[src/rtl/queue_pkg.sv]
// Shared types and defaults for the queue-call display controller.
package queue_pkg;

  typedef enum logic [1:0] {
    IDLE = 2'd0,
    ON   = 2'd1,
    OFF  = 2'd2
  } state_t;

  localparam int DEF_NUM_W  = 8;
  localparam int DEF_BLINKS = 3;

endpackage

[src/rtl/call_blink_ctrl.sv]
// Announces a called queue number by blinking the display BLINKS times, paced by an external phase timer.
// Optional macro CALL_BLINK_PENDING_EN keeps one call that arrives mid-announcement and plays it next.
module call_blink_ctrl
  import queue_pkg::*;
#(
  parameter int BLINKS = DEF_BLINKS,
  parameter int NUM_W  = DEF_NUM_W
) (
  input  logic             clk,
  input  logic             rst,
  input  logic             call,
  input  logic [NUM_W-1:0] call_num,
  output logic             tmr_start,
  input  logic             tmr_last,
  output logic [NUM_W-1:0] disp_num,
  output logic             disp_on,
  output logic             busy
);

  localparam int              CNT_W    = $clog2(BLINKS + 1);
  localparam logic [CNT_W-1:0] CNT_LAST = CNT_W'(BLINKS - 1);

  state_t             state, state_n;
  logic [CNT_W-1:0]   blink_cnt, blink_cnt_n;
  logic               shown, shown_n;
  logic [NUM_W-1:0]   disp_num_n;
  logic               tmr_start_n, disp_on_n, busy_n;

`ifdef CALL_BLINK_PENDING_EN
  logic               pend_vld, pend_vld_n;
  logic [NUM_W-1:0]   pend_num, pend_num_n;
`endif

  always_comb begin
    // NOTE: every signal gets a default before the case so no path leaves it unassigned and infers a latch.
    state_n     = state;
    blink_cnt_n = blink_cnt;
    shown_n     = shown;
    disp_num_n  = disp_num;
    tmr_start_n = 1'b0;
`ifdef CALL_BLINK_PENDING_EN
    pend_vld_n  = pend_vld;
    pend_num_n  = pend_num;
    if (state != IDLE && call) begin
      pend_vld_n = 1'b1;
      pend_num_n = call_num;
    end
`endif

    unique case (state)
      IDLE: begin
        if (call) begin
          state_n     = ON;
          disp_num_n  = call_num;
          blink_cnt_n = '0;
          shown_n     = 1'b1;
          tmr_start_n = 1'b1;
        end
      end
      ON: begin
        if (tmr_last) begin
          state_n     = OFF;
          tmr_start_n = 1'b1;
        end
      end
      OFF: begin
        if (tmr_last) begin
          if (blink_cnt != CNT_LAST) begin
            state_n     = ON;
            blink_cnt_n = blink_cnt + 1'b1;
            tmr_start_n = 1'b1;
          end else begin
            state_n = IDLE;
`ifdef CALL_BLINK_PENDING_EN
            // A call landing on the final tmr_last cycle is taken directly, same as a stored one.
            if (call || pend_vld) begin
              state_n     = ON;
              disp_num_n  = call ? call_num : pend_num;
              blink_cnt_n = '0;
              pend_vld_n  = 1'b0;
              tmr_start_n = 1'b1;
            end
`endif
          end
        end
      end
      default: state_n = IDLE;
    endcase

    disp_on_n = (state_n == ON) || (state_n == IDLE && shown_n);
    busy_n    = (state_n != IDLE);
  end

  always_ff @(posedge clk) begin
    // NOTE: sequential state uses non-blocking assignments so every register samples pre-edge values.
    if (rst) begin
      state     <= IDLE;
      blink_cnt <= '0;
      shown     <= 1'b0;
      disp_num  <= '0;
      disp_on   <= 1'b0;
      busy      <= 1'b0;
      tmr_start <= 1'b0;
`ifdef CALL_BLINK_PENDING_EN
      pend_vld  <= 1'b0;
      pend_num  <= '0;
`endif
    end else begin
      state     <= state_n;
      blink_cnt <= blink_cnt_n;
      shown     <= shown_n;
      disp_num  <= disp_num_n;
      disp_on   <= disp_on_n;
      busy      <= busy_n;
      tmr_start <= tmr_start_n;
`ifdef CALL_BLINK_PENDING_EN
      pend_vld  <= pend_vld_n;
      pend_num  <= pend_num_n;
`endif
    end
  end

endmodule
[config.mk]
export PLATFORM = sky130hd
export DESIGN_NAME = call_blink_ctrl
export DESIGN_NICKNAME = d
export VERILOG_FILES = /design/src/rtl/queue_pkg.sv /design/src/rtl/call_blink_ctrl.sv
export SDC_FILE = /design/constraint.sdc
export NUM_CORES = 1
export LEC_CHECK = 0
export CAP_MARGIN = 15
export CORE_MARGIN = 2
export CORE_UTILIZATION = 45
export DETAILED_ROUTE_END_ITERATION = 8
export GPL_TIMING_DRIVEN = 0
export MAX_ROUTING_LAYER = met4
export PLACE_DENSITY = 0.92
export SETUP_SLACK_MARGIN = 0.02
export SLEW_MARGIN = 20
export SYNTH_ARGS = -nofsm -noshare
export SYNTH_HDL_FRONTEND = slang
export SYNTH_SLANG_ARGS = --single-unit
[constraint.sdc]
create_clock -name clk -period 2.3 [get_ports clk]
set_input_delay 0.345 -clock clk [delete_from_list [all_inputs] [get_ports clk]]
set_output_delay 0.345 -clock clk [all_outputs]
set_load 0.01 [all_outputs]
==> impl_metrics.env <==
export IMPL_drv_cap=0
export IMPL_endpoint_kind="primary output"
export IMPL_hp_class="flop to flop"
export IMPL_finalCritPeriodShare_pct=66.2
export IMPL_path_class="flop to primary output"
export IMPL_num_io_pins=23
export IMPL_hold_viol=0
export IMPL_cp_max_fo=2
export IMPL_hold_path_depth=2
export IMPL_arrival_ns=1.18
export IMPL_rows=13
export IMPL_grt_overflow=0
export IMPL_cts_setup_buffers=0
export IMPL_drive_gt1_share_pct=10.3
export IMPL_grt_max_degree=11
export IMPL_path_buf_inv=1
export IMPL_p_per_area_nw_per_um2=612
export IMPL_crit_start="disp_num[6]"
export IMPL_drtIter0Drc=4
export IMPL_slowest_delay_ns=0.55
export IMPL_finalNetCount=102
export IMPL_fp_dieW_um=42.2
export IMPL_clock_sinks=16
export IMPL_maxSlewViolCount=0
export IMPL_r2r_setup_slack_ns=1.01
export IMPL_wl_um=1220
export IMPL_drtPass1Iterations=4
export IMPL_rsz0062_at_grt="no"
export IMPL_synthCells=62
export IMPL_power_leakage_nw=0.367
export IMPL_worst_r2r_cell_count=5
export IMPL_min_delay_start="shown"
export IMPL_syn2layout_area_growth_pct=39.9
export IMPL_ctsLongestPathBuffers=2
export IMPL_synth_seq_area_share_pct=48.9
export IMPL_gp_congestion=0.744
export IMPL_clkLatencyLatePin_ns=0.27
export IMPL_period_needed_ns=1.52
export IMPL_hold_buffers=0
export IMPL_postRouteAntennaNets=0
export IMPL_startpoint_type="flop"
export IMPL_rr_endpoint="blink_cnt[1]"
export IMPL_finalSetupViolCount=0
export IMPL_synthesis_area_um2=656
export IMPL_ys_ff_latch=16
export IMPL_cpLargestDelayFamily="buffers and inverters"
export IMPL_finClkSkew_ns=0.00584
export IMPL_antenna_found_initial=0
export IMPL_antenna_cells=0
export IMPL_finalPower_mw=0.562
export IMPL_gr_usage_all_layers_pct=16.1
export IMPL_min_to="disp_on"
export IMPL_cp_cell_sequence="clkdlybuf4s50_1"
export IMPL_wire_per_inst_um=11.9
export IMPL_die_area_um2=1780
export IMPL_grt_pass1_vias=551
export IMPL_cts_tree="done"
export IMPL_numPortBuffers=22
export IMPL_cp_slowest_cell="clkdlybuf4s50_1"
export IMPL_fmax_mhz=657
export IMPL_core_area_um2=1330
export IMPL_cts_made_buffers=3
export IMPL_ir_drop_mv=0.430
export IMPL_ys_types=22
export IMPL_worst_slew_pin_slew_ns=0.255
export IMPL_clk_pin_slew_ns=0.08
export IMPL_slew_headroom_pct=83.0
export IMPL_viasPerCell=5.15
export IMPL_post_route_drc_count=0
export IMPL_grt_pass1_wl_um=2130
export IMPL_cts_htree_levels=1
export IMPL_placed_area_um2=895
export IMPL_die_h_um=42.2
export IMPL_dr_total_vias=525
export IMPL_cts_resized=0
export IMPL_r2r_start="blink_cnt[0]"
export IMPL_syn_area_per_cell_um2=10.6
export IMPL_cp_required_ns=1.96
export IMPL_yosysWarnings=0
export IMPL_final_cell_area_um2=917
export IMPL_cts_root_buf="clkbuf_4"
export IMPL_outcome="finished clean"
export IMPL_start_util_pct=49.2
export IMPL_synth_nets=75
export IMPL_dpl_hpwl_um=924
export IMPL_fin_setup_tns_ns=0
[worst min-delay path: stages, from the launching register on]
cell      delay, ns
dfxtp_1        0.32
inv_1          0.05
a311oi_1       0.07
[area by class of cell]
class | count | area [um^2]
inverters | 2 | 7.51
plain buffers | 3 | 27.5
multi-input cells | 41 | 300
fillers | 116 | 417
clock buffers | 3 | 22.5
flip-flops and latches | 16 | 320
well taps | 15 | 18.8
repair buffers | 22 | 220
[where the power goes]
| part | switching (mW) | leakage (nW) | internal (mW) | total [mW] |
|---|---|---|---|---|
| logic | 0.0453 | 0.221 | 0.0723 | 0.118 |
| registers | 0.0110 | 0.132 | 0.296 | 0.307 |
| clock network | 0.0760 | 0.0138 | 0.0606 | 0.137 |
| total | 0.132 | 0.367 | 0.429 | 0.562 |
[how the worst max path moves through the flow]
stage                         to  slack [ns]  depth (start not counted)
floorplan           blink_cnt[1]        1.13                          5
global placement     disp_num[0]        0.69                          5
detailed placement   disp_num[6]        0.64                          5
CTS                  disp_num[6]        0.77                          1
global route         disp_num[6]        0.73                          1
finish               disp_num[6]        0.78                          1
[cells in the final DEF, fill, tap and decap left out, drive strengths merged]
master and n:
a211oi 1, a21o 3, a21oi 4, a311oi 1
and2b 1, buf 3, clkbuf 3, clkdlybuf4s50 22
dfxtp 16, ha 1, inv 2, mux2i 8
nand2 1, nand2b 3, nand3b 2, nand4bb 1
nor2 10, nor3 1, nor3b 1, o21ai 1
or2 1, or3b 1
[cells by family (layout without fill, tap and decap cells)]
family,count (synthesis),count (layout),share of synthesized area (%)
AND/OR/NAND/NOR,22,22,21.8
flip-flops,16,16,48.9
AO/OA/AOI/OAI,10,10,9.92
multiplexers,8,8,12.2
buffers and inverters,5,30,5.34
adder cells (fa/ha/maj),1,1,1.91
[synth_stat cells (all sizes together)]
cell type	instances	share of area [%]
a311oi	1	1.3
o21ai	1	0.76
a211oi	1	1.1
nor3	1	0.76
nand2b	3	2.9
a21oi	4	3.1
dfxtp	16	49
or2	1	0.95
nand3b	2	2.3
and2b	1	1.1
a21o	3	3.6
mux2i	8	12
nand4bb	1	4.2
ha	1	1.9
inv	2	1.1
buf	3	4.2
nor2	10	5.7
nor3b	1	1.9
or3b	1	1.3
nand2	1	0.57
[routing by layer]
| layer | wire length, um | track usage, % | vias up |
|---|---|---|---|
| met5 | 0 | - | - |
| li1 | - | - | 265 |
| met4 | 0 | 5.63 | 0 |
| met3 | 94 | 5.60 | 0 |
| met2 | 610 | 28.3 | 22 |
| met1 | 513 | 16.5 | 238 |
[stage by stage]
| stage | setup slack [ns] | hold WS [ns] | util (%) | cells |
|---|---|---|---|---|
| floorplan | 1.13 | 0.414 | - | 62 |
| global placement | 0.690 | 0.452 | 67.1 | 99 |
| detailed placement | 0.637 | 0.474 | 67.1 | 99 |
| CTS | 0.771 | 0.485 | 68.8 | 102 |
| global route | 0.732 | 0.503 | 68.8 | 102 |
| finish | 0.778 | 0.481 | 68.8 | 102 |
[flip-flops by register name, summed over array words and instances (netlist names)]
signal / flops
disp_num: 8
blink_cnt: 2
tmr_start: 1
busy: 1
state: 2
shown: 1
disp_on: 1
No activity file was read; power rests on OpenSTA's default activity.
